**src/rtl/fifo_wr_arb.sv**
```systemverilog
// fifo_wr_arb: round-robin burst arbiter merging NREQ requesters onto one shared FIFO write port.
// Optional: define FIFO_WR_ARB_STALL_CNT_EN to add a saturating 16-bit stall_cnt output.
module fifo_wr_arb #(
  parameter int NREQ      = 4,
  parameter int WIDTH     = 16,
  parameter int BURST_MAX = 4
) (
  input  logic                    clk,
  input  logic                    rst_n,
  input  logic [NREQ-1:0]         req_valid,
  input  logic [NREQ*WIDTH-1:0]   req_data,
  output logic [NREQ-1:0]         req_ready,
  input  logic                    fifo_full,
  output logic                    fifo_wen,
  output logic [WIDTH-1:0]        fifo_wdata,
  output logic [$clog2(NREQ)-1:0] grant_id,
`ifdef FIFO_WR_ARB_STALL_CNT_EN
  output logic [15:0]             stall_cnt,
`endif
  output logic                    busy
);

  localparam int         OW       = $clog2(NREQ);
  localparam logic [3:0] CNT_LAST = 4'(BURST_MAX);

  typedef enum logic {
    IDLE  = 1'b0,
    BURST = 1'b1
  } state_t;

  state_t           state, state_nxt;
  logic [OW-1:0]    owner, owner_nxt;
  logic [OW-1:0]    rr_ptr, rr_nxt;
  logic [OW-1:0]    pick, idx;
  logic [3:0]       cnt, cnt_nxt;
  logic             found;
  logic [WIDTH-1:0] data_arr [NREQ];

  for (genvar g = 0; g < NREQ; g++) begin : g_unpack
    assign data_arr[g] = req_data[g*WIDTH +: WIDTH];
  end

  // NREQ is a power of two, so the rotating index wraps by plain overflow.
  always_comb begin
    found = 1'b0;
    pick  = rr_ptr;
    idx   = rr_ptr;
    for (int k = 0; k < NREQ; k++) begin
      idx = rr_ptr + OW'(k);
      if (!found && req_valid[idx]) begin
        found = 1'b1;
        pick  = idx;
      end
    end
  end

  always_ff @(posedge clk or negedge rst_n) begin
    if (!rst_n) begin
      state  <= IDLE;
      owner  <= '0;
      rr_ptr <= '0;
      cnt    <= '0;
    end else begin
      state  <= state_nxt;
      owner  <= owner_nxt;
      rr_ptr <= rr_nxt;
      cnt    <= cnt_nxt;
    end
  end

  always_comb begin
    state_nxt = state;
    owner_nxt = owner;
    rr_nxt    = rr_ptr;
    cnt_nxt   = cnt;
    req_ready = '0;
    fifo_wen  = 1'b0;
    case (state)
      IDLE: begin
        if (found) begin
          owner_nxt = pick;
          cnt_nxt   = '0;
          state_nxt = BURST;
        end
      end
      BURST: begin
        req_ready[owner] = ~fifo_full;
        fifo_wen         = req_valid[owner] & ~fifo_full;
        // A vanished owner releases even against a full FIFO; a full FIFO alone only holds.
        if (!req_valid[owner]) begin
          state_nxt = IDLE;
          rr_nxt    = owner + OW'(1);
        end else if (!fifo_full) begin
          cnt_nxt = cnt + 4'd1;
          if (cnt_nxt == CNT_LAST) begin
            state_nxt = IDLE;
            rr_nxt    = owner + OW'(1);
          end
        end
      end
      default: state_nxt = IDLE;
    endcase
  end

  assign fifo_wdata = data_arr[owner];
  assign grant_id   = owner;
  assign busy       = (state == BURST);

`ifdef FIFO_WR_ARB_STALL_CNT_EN
  always_ff @(posedge clk or negedge rst_n) begin
    if (!rst_n) begin
      stall_cnt <= '0;
    end else if ((state == BURST) && req_valid[owner] && fifo_full
                 && (stall_cnt != 16'hFFFF)) begin
      stall_cnt <= stall_cnt + 16'd1;
    end
  end
`endif

endmodule

```
**config.mk**
```make
export PLATFORM = sky130hd
export DESIGN_NAME = fifo_wr_arb
export DESIGN_NICKNAME = d
export VERILOG_FILES = /design/src/rtl/fifo_wr_arb.sv
export SDC_FILE = /design/constraint.sdc
export NUM_CORES = 1
export LEC_CHECK = 0
export ABC_AREA = 1
export CORE_ASPECT_RATIO = 1.4
export CORE_UTILIZATION = 37
export DETAILED_ROUTE_END_ITERATION = 6
export PLACE_DENSITY = 0.85
export SLEW_MARGIN = 20
export SYNTH_ARGS = -nofsm -noshare
export SYNTH_HDL_FRONTEND = slang
export SYNTH_SLANG_ARGS = --single-unit
```
**constraint.sdc**
```tcl
create_clock -name clk -period 3.8 [get_ports clk]
set_input_delay 0.57 -clock clk [delete_from_list [all_inputs] [get_ports clk]]
set_output_delay 0.57 -clock clk [all_outputs]
set_load 0.03 [all_outputs]
```
Word level (Yosys, flattened, before mapping)
Index checks and enable logic that the tools add are counted.
- input port bits: 71
- output and inout port bits: 24
- memories: 0
- latch bits: 0
- register bits after elaboration: 9
- bits in read-only memories: 0
- memory bits (writable): 0
- logic and storage cells: 73
- div/mod/pow operators: 0
- reductions and logical operators: 10
- multipliers: 0
- add/sub/neg operators: 5
- bitwise logic cells: 5
- $lt $le $gt $ge: 7
- shifts and indexed selects: 0
- equal/unequal tests: 6
- muxes and demuxes: 36
- operator list (kind ; number):
    $bmux 16 s2 ; 1
    $mux 16 ; 2
    $mux 4 ; 4
    $lt 2x3->1 const B ; 5
    $mux 1 ; 15
    $mux 2 ; 6
    $bmux 1 s2 ; 5
    $pmux 4 s2 ; 1
    $ne 2x2->1 const B ; 3
    $reduce_and 3->1 ; 2
    $add 2x1->2 const B ; 2
    $add 2x2->2 const B ; 2
    $add 4x1->4 const B ; 1
    $and 4x4->4 ; 1
    $eq 4x3->1 const B ; 1
    $logic_and 1x1->1 ; 4
    $ne 2x1->1 const B ; 2
    $ge 3x3->1 const B ; 1
    $logic_not 1->1 ; 3
    $not 2->3 ; 1
    $demux 1 s2 ; 1
    $ge 2x1->1 const B ; 1
    $not 1->1 ; 2
    $pmux 1 s2 ; 1
    2 further kinds ; 2

Logic depth before layout (Yosys ltp)
Gate-level depths: netlist of run 1.
- depth after elaboration: 14
- gate-level depth with buffers: 15
- mapped depth without buffers: 14

Worst setup path before layout of run 1
Ideal clock, no wire load.
- kind: register to output
- from: register owner[0] (netlist: grant_id[0])
- to: output req_ready[2]
- buffers on the path: 2
- setup slack: 1.481 ns
- data required time: 3.230 ns
- arrival: 1.749 ns
- cell stages (with the launch flop): 7
- cell sequence: dfrtp_1 > buf_2 > inv_2 > clkbuf_1 > ha_1 > inv_1 > nor2_1
- cells in the longest elaborated chain, start to end: 6
- elaborated cells between the ends (all ways): 7
- those cells by class: order compare (2); mux (3); bitwise (1); reduce/logical (1)
- ends and longest elaborated chain (what ; RTL line ; RTL):
    start: declaration ; 32 ; logic [OW-1:0] owner, owner_nxt;
    start signal: assignment ; 65 ; owner <= owner_nxt;
    $lt 2x3->1 (not written as such) / $ge 2x1->1 (equally long branches) ; 87 ; req_ready[owner] = ~fifo_full;
    $logic_and 1x1->1 (not written as such) ; 87 ;
    $mux 1 (not written as such) ; 87 ;
    $demux 1 s2 (*) ; 87 ;
    $and 4x4->4 (no line) (*) ; n/a ;
    $mux 4 (*) ; 78 ; case (state)
    end: declaration ; 12 ; output logic [NREQ-1:0] req_ready,
Every way passes the cells marked *; elsewhere a longest branch is shown, timed or not.

Worst setup path in the final report of run 1
- from: register owner[1] (netlist: grant_id[1])
- to: output req_ready[0]
Same word-level chain as after synthesis.

==> load_flow_metrics.sql, run 1 <==
INSERT INTO impl_metrics (metric_group, metric, value, unit) VALUES
('run_status', 'result_of_the_run', 'complete, no violations', ''),
('cells_and_area', 'antenna_cells_inserted', '0', ''),
('detailed_routing', 'wirelength_routed', '4430', 'um'),
('timing', 'worst_pin_slew', '654', 'ps'),
('clock_network', 'cts-root-to-sink-buffers', '2', ''),
('die', 'placementRows', '24', ''),
('logic_synthesis', 'postSynthNetCount', '287', ''),
('logic_synthesis', 'post_synth_instance_area', '1230', 'um2'),
('pwr', 'cellPowerDensity', '813', 'nW/um2'),
('clock_network', 'worst_skew_pair.late_latency', '230', 'ps'),
('grt', 'antenna_found_initial', '0', ''),
('timing', 'slew-limit-headroom', '56.4', '%'),
('cells_and_area', 'final_design_area_no_fill', '2230', 'um2'),
('logic_synthesis', 'synth.ff_latch_count', '9', ''),
('grt', 'grt_max_degree', '26', ''),
('logic_synthesis', 'synth_warn', '0', ''),
('clock_network', 'ctsResizeCount', '0', ''),
('detailed_routing', 'final_antenna_net_count', '0', ''),
('pwr', 'leakagePower', '0.981', 'nW'),
('detailed_routing', 'routedWlPerCell', '13.1', 'um'),
('die', 'starting_utilization_of_the_core_area', '39.1', '%'),
('grt', 'grt-ovfl-total', '0', ''),
('logic_synthesis', 'synthDistinctLibCells', '26', ''),
('detailed_routing', 'vias_per_cell', '5.16', ''),
('clock_network', 'post_cts.repair.setup_buffers', '0', ''),
('grt', 'vias_in_the_first_global_route', '1627', ''),
('timing', 'setup-violations-final', '0', ''),
('pwr', 'ir_drop', '0.000539', 'V'),
('setup_path', 'cp_data_required_time', '3230', 'ps'),
('clock_network', 'clkSlewWorstSetupHoldPaths', '40', 'ps'),
('clock_network', 'library_cell_used_as_clock_root_buffer', 'clkbuf_8', ''),
('timing', 'final-max-slew-violation-count', '0', ''),
('die', 'die-width', '50.8', 'um'),
('hold_path', 'hp-class', 'reg2reg', ''),
('setup_path', 'crit_path_start_kind', 'register', ''),
('grt', 'grt_util_all_layers', '26.4', '%'),
('placement', 'numPlacedInstances', '334', ''),
('die', 'die_h', '70.3', 'um'),
('setup_path', 'worst-endpoint-arrival', '2450', 'ps'),
('die', 'area_of_the_core_region', '3150', 'um2'),
('clock_network', 'numClockSinks', '9', ''),
('setup_path', 'endpoint_kind', 'output port', ''),
('placement', 'port-buffer-count', '94', ''),
('setup_path', 'path_max_fanout', '23', ''),
('detailed_routing', 'remaining_drc_errors', '0', ''),
('placement', 'dp_hpwl', '3490', 'um'),
('logic_synthesis', 'synth_sequential_area_ratio', '18.3', '%'),
('timing', 'fin_worst_hold_slack', '499', 'ps'),
('logic_synthesis', 'avgSynthCellArea', '5.87', 'um2'),
('detailed_routing', 'drt_first_iter_violations', '45', ''),
('clock_network', 'cts_htree_levels', '1', ''),
('detailed_routing', 'detailedRoute.firstPassIterationCount', '4', ''),
('timing', 'finalHoldViolations', '0', ''),
('die', 'ios', '95', ''),
('cells_and_area', 'drive_above_1_share', '8.03', '%'),
('placement', 'gp_routability_congestion', '0.864', ''),
('clock_network', 'number_of_buffers_created_by_cts', '3', ''),
('cells_and_area', 'design.final.nets', '377', ''),
('run', 'timing.max_cap.violations', '0', ''),
('timing', 'max_freq', '331', 'MHz'),
('timing', 'period_needed', '3020', 'ps'),
('setup_path', 'critPathKind', 'reg2out', ''),
('placement', 'placed_area', '2190', 'um2'),
('cells_and_area', 'area_added_between_synthesis_and_finish', '81.0', '%'),
('clock_network', 'holdBufCountCts', '0', ''),
('timing', 'rsz0062_at_grt', 'false', ''),
('clock_network', 'cts_tree', 'done', ''),
('timing', 'final.setup_skew', '0.368', 'ps'),
('detailed_routing', 'vias', '1744', ''),
('grt', 'grt_first_pass_wirelength', '7200', 'um'),
('cells_and_area', 'finalNonFillerCells', '338', ''),
('logic_synthesis', 'postSynthCellCount', '210', ''),
('timing', 'tns', '0', 'ps'),
('timing', 'fin_crit_sh', '79.6', '%'),
('die', 'die-area', '3570', 'um2');
[through the flow]
stage          util (%)  power, mW  setup WS [ps]
6_report           70.8       1.82            775
5_1_grt            70.8       1.96            613
4_1_cts            70.8       1.81            763
3_5_place_dp       69.4       1.69            840
3_3_place_gp       69.4       1.68            867
2_1_floorplan         -       1.20           1480
[synth_stat cells]
| cell type | count | area [um2] |
|---|---|---|
| nand2_1 | 49 | 184 |
| nor2_1 | 37 | 139 |
| o21ai_0 | 34 | 170 |
| o22ai_1 | 16 | 100 |
| nand3_1 | 11 | 55.1 |
| inv_1 | 10 | 37.5 |
| dfrtp_1 | 9 | 225 |
| clkbuf_1 | 7 | 26.3 |
| ha_1 | 6 | 75.1 |
| nand2_2 | 5 | 31.3 |
| inv_2 | 3 | 11.3 |
| a21oi_1 | 2 | 10.0 |
| buf_1 | 2 | 7.51 |
| inv_4 | 2 | 12.5 |
| nand2_4 | 2 | 22.5 |
| nor2_4 | 2 | 22.5 |
| o21ai_1 | 2 | 10.0 |
| o21ai_2 | 2 | 17.5 |
| xor2_1 | 2 | 17.5 |
| a21oi_4 | 1 | 16.3 |
| buf_2 | 1 | 5.00 |
| buf_6 | 1 | 11.3 |
| nand4_1 | 1 | 6.26 |
| nor2_2 | 1 | 6.26 |
| o21bai_1 | 1 | 7.51 |
| or2_2 | 1 | 6.26 |
[cells in the final DEF (no fill, tap or decap)]
master	n
clkbuf_8	3
o21ai_1	2
a21oi_4	1
o21bai_1	1
dfrtp_1	9
nand2_4	2
inv_1	10
o22ai_1	16
o21ai_0	34
nor2_1	37
ha_1	6
clkdlybuf4s50_1	94
clkbuf_1	1
a21oi_1	2
inv_2	3
nand2_2	5
nand2_1	49
buf_4	2
o21ai_2	2
xor2_1	2
nand4_1	1
nand3_1	11
nor2_2	1
nor2_4	2
inv_4	2
or2_2	1
[state kept, by name, indices dropped and copies added, names as in the netlist]
signal / cells
rr_ptr: 2
busy: 1
cnt: 4
grant_id: 2
[per-layer routing]
| layer | track usage (%) | vias to the layer above | share of wire [%] |
|---|---|---|---|
| met5 | 0 | - | 0 |
| met4 | 15.7 | 0 | 5.6 |
| met3 | 4.79 | 21 | 6.0 |
| met2 | 47.4 | 82 | 52 |
| met1 | 27.5 | 766 | 36 |
| li1 | - | 875 | - |
[layout make-up]
type | count | area (um2)
Sequential cell | 9 | 225
Tap cell | 39 | 48.8
Inverter | 15 | 61.3
Clock buffer | 4 | 45.0
Fill cell | 265 | 920
Timing Repair Buffer | 96 | 956
Multi-Input combinational cell | 175 | 897
[final timing paths]
path                              from           end  slack (ps)  cells past startpoint
min in group asynchronous        rst_n          busy         630                      1
min reg2reg                     cnt[3]        cnt[3]         500                      2
max in group asynchronous        rst_n   grant_id[0]        2890                      1
max reg2reg                grant_id[1]     rr_ptr[1]        1950                      4
max                        grant_id[1]  req_ready[0]         780                      5
min                             cnt[3]        cnt[3]         500                      2
[cell families after synthesis]
kind of cell	count (synthesis)	share of synthesized area, %
and+or+nand+nor	109	38.3
DFF	9	18.3
xor gates and xnor gates	2	1.42
buffers and inverters	26	9.03
adders and majority gates	6	6.09
AOI/OAI and AO/OA	58	26.9
[worst max-delay path, stage by stage (launching register included)]
cell             delay (ps)
dfrtp_1                 620
inv_1                   490
ha_1                    240
inv_1                    40
nor2_1                  130
clkdlybuf4s50_1         700
[power by group]
part           internal, mW  total, mW  leakage (nW)  switching, mW
clock                0.0731      0.111        0.0228         0.0381
combinational         0.576       1.47         0.845          0.898
sequential            0.133      0.230         0.113         0.0968
(Power assumes the default switching activity.)
==> inputs of run 2 (changes only) <==
Settings changed: CORE_UTILIZATION 37 to 31, PLACE_DENSITY 0.85 to 0.75.
Clock period 3.8 ns to 2.6 ns, I/O delays scaled along.
==> load_flow_metrics.sql, run 2 (synthesis results as in run 1) <==
INSERT INTO impl_metrics (metric_group, metric, value, unit) VALUES
('grt', 'grt_util_all_layers', '20.6', '%'),
('clock_network', 'numClockSinks', '9', ''),
('clock_network', 'holdBufCountCts', '0', ''),
('timing', 'final-max-slew-violation-count', '0', ''),
('cells_and_area', 'antenna_cells_inserted', '0', ''),
('pwr', 'ir_drop', '0.000750', 'V'),
('detailed_routing', 'drt_first_iter_violations', '42', ''),
('placement', 'gp_routability_congestion', '0.867', ''),
('setup_path', 'cp_data_required_time', '2210', 'ps'),
('pwr', 'power_report.internal_total', '1.23', 'mW'),
('grt', 'grt_first_pass_wirelength', '7260', 'um'),
('cells_and_area', 'area.sequential', '225', 'um2'),
('timing', 'tns', '0', 'ps'),
('pwr', 'comb_power_share', '84.3', '%'),
('clock_network', 'number_of_buffers_created_by_cts', '3', ''),
('placement', 'port-buffer-count', '94', ''),
('cells_and_area', 'drive_above_1_share', '9.87', '%'),
('timing', 'period_needed', '2390', 'ps'),
('clock_network', 'post_cts.repair.setup_buffers', '0', ''),
('detailed_routing', 'remaining_drc_errors', '0', ''),
('timing', 'rsz0062_at_grt', 'false', ''),
('pwr', 'leakagePower', '1.02', 'nW'),
('pwr', 'totalPowerFinal', '2.74', 'mW'),
('timing', 'worst_pin_slew', '424', 'ps'),
('die', 'placementRows', '26', ''),
('timing', 'max_freq', '419', 'MHz'),
('die', 'die_h', '76.6', 'um'),
('timing', 'timing.final.ws_setup', '211', 'ps'),
('setup_path', 'critPathKind', 'in2out', ''),
('clock_network', 'ctsResizeCount', '0', ''),
('clock_network', 'library_cell_used_as_clock_root_buffer', 'clkbuf_8', ''),
('cells_and_area', 'finalNonFillerCells', '346', ''),
('clock_network', 'cts_htree_levels', '1', ''),
('pwr', 'power_switching_share', '55.3', '%'),
('run', 'timing.max_cap.violations', '0', ''),
('cells_and_area', 'max_flop_register', 'cnt', ''),
('clock_network', 'clkSlewWorstSetupHoldPaths', '50', 'ps'),
('die', 'ios', '95', ''),
('timing', 'slew-limit-headroom', '71.7', '%'),
('cells_and_area', 'layout.cells.most_common', 'clkdlybuf4s50_1', ''),
('die', 'area_of_the_core_region', '3740', 'um2'),
('detailed_routing', 'vias_per_cell', '4.95', ''),
('placement', 'dp_hpwl', '3420', 'um'),
('timing', 'setup-violations-final', '0', ''),
('pwr', 'cellPowerDensity', '1190', 'nW/um2'),
('cells_and_area', 'multi_input_comb_area', '897', 'um2'),
('setup_path', 'crit_path_start_kind', 'input pin', ''),
('detailed_routing', 'wirelength_routed', '4260', 'um'),
('setup_path', 'worst-endpoint-arrival', '2000', 'ps'),
('die', 'die-width', '55.3', 'um'),
('die', 'die-area', '4240', 'um2'),
('timing', 'final.setup_skew', '0.955', 'ps'),
('cells_and_area', 'most-common-layout-cells', '93 x clkdlybuf4s50_1, 49 x nand2_1, 37 x nor2_1, 34 x o21ai_0, 16 x o22ai_1', ''),
('detailed_routing', 'vias', '1711', ''),
('timing', 'finalHoldViolations', '0', ''),
('detailed_routing', 'final_antenna_net_count', '0', ''),
('clock_network', 'cts_tree', 'done', ''),
('clock_network', 'worst_skew_pair.late_latency', '230', 'ps'),
('grt', 'antenna_found_initial', '0', ''),
('grt', 'grt_max_degree', '33', ''),
('run_status', 'result_of_the_run', 'complete, no violations', ''),
('placement', 'numPlacedInstances', '342', ''),
('die', 'starting_utilization_of_the_core_area', '33.0', '%'),
('pwr', 'clock_power_share', '5.9', '%'),
('clock_network', 'cts-root-to-sink-buffers', '2', ''),
('setup_path', 'endpoint_kind', 'output port', ''),
('pwr', 'power_switching', '1.52', 'mW'),
('grt', 'vias_in_the_first_global_route', '1724', ''),
('setup_path', 'regToRegSetupSlack', '920', 'ps'),
('detailed_routing', 'routedWlPerCell', '12.3', 'um'),
('cells_and_area', 'nFillCells', '366', ''),
('grt', 'grt-ovfl-total', '0', ''),
('setup_path', 'path_max_fanout', '5', ''),
('hold_path', 'hp-class', 'in2async', ''),
('cells_and_area', 'design.final.nets', '382', ''),
('pwr', 'share_seq_of_total_power', '9.8', '%'),
('detailed_routing', 'detailedRoute.firstPassIterationCount', '4', ''),
('placement', 'pre_cts_slack', '222', 'ps'),
('timing', 'fin_crit_sh', '91.9', '%'),
('cells_and_area', 'area_added_between_synthesis_and_finish', '86.2', '%'),
('cells_and_area', 'largest_reg_flops', '4', '');
## run 2: cell count changes in the layout (fill, tap and decap cells not counted), sizes merged
cell / previous run / this run
clkdlybuf4s50: 94 / 93
buf: 2 / 8
## run 2: worst max-delay path, cell delays in order
cell and delay [ps]:
clkdlybuf4s50_1 430, or2_2 380, nor2_1 130, clkdlybuf4s50_1 670
## run 2: power groups by stage
stage | clock network [mW] | registers, mW | logic (mW)
6_report | 0.161 | 0.270 | 2.31
5_1_grt | 0.174 | 0.279 | 2.54
4_1_cts | 0.166 | 0.270 | 2.33
3_5_place_dp | 0 | 0.271 | 2.32
3_3_place_gp | 0 | 0.271 | 2.30
2_1_floorplan | 0 | 0.295 | 1.46
## run 2: stage by stage
| stage | instance area [um2] | util, % | hold WS [ps] |
|---|---|---|---|
| final | 2300 | 61.4 | 466 |
| after global routing | 2300 | 61.4 | 497 |
| after CTS | 2300 | 61.4 | 481 |
| after detailed placement | 2250 | 60.2 | 493 |
| after global placement | 2250 | 60.2 | 481 |
| after floorplan | 1230 | - | 94.4 |
## run 2: final timing paths
kind	startpoint	endpoint	depth (start not counted)
max	fifo_full	req_ready[2]	4
min	rst_n	busy	1
max reg2reg	rr_ptr[0]	grant_id[0]	9
min reg2reg	cnt[3]	cnt[3]	2
max in group asynchronous	rst_n	cnt[0]	1
min in group clk	cnt[3]	cnt[3]	2
## run 2: routing by layer
metal,track usage (%),part of all wire (%),vias to the layer above
met5,0,0,-
met4,6.25,1.1,0
met3,3.40,5.6,4
met2,38.3,52,64
met1,23.6,41,753
li1,-,-,890
## run 2: area by class of cell
| type | count | share of cell area, % |
|---|---|---|
| multi-input cells | 175 | 39.1 |
| clock buffers | 4 | 1.96 |
| inverters | 15 | 2.67 |
| repair buffers | 101 | 44.2 |
| flip-flops and latches | 9 | 9.80 |
| well taps | 42 | 2.29 |
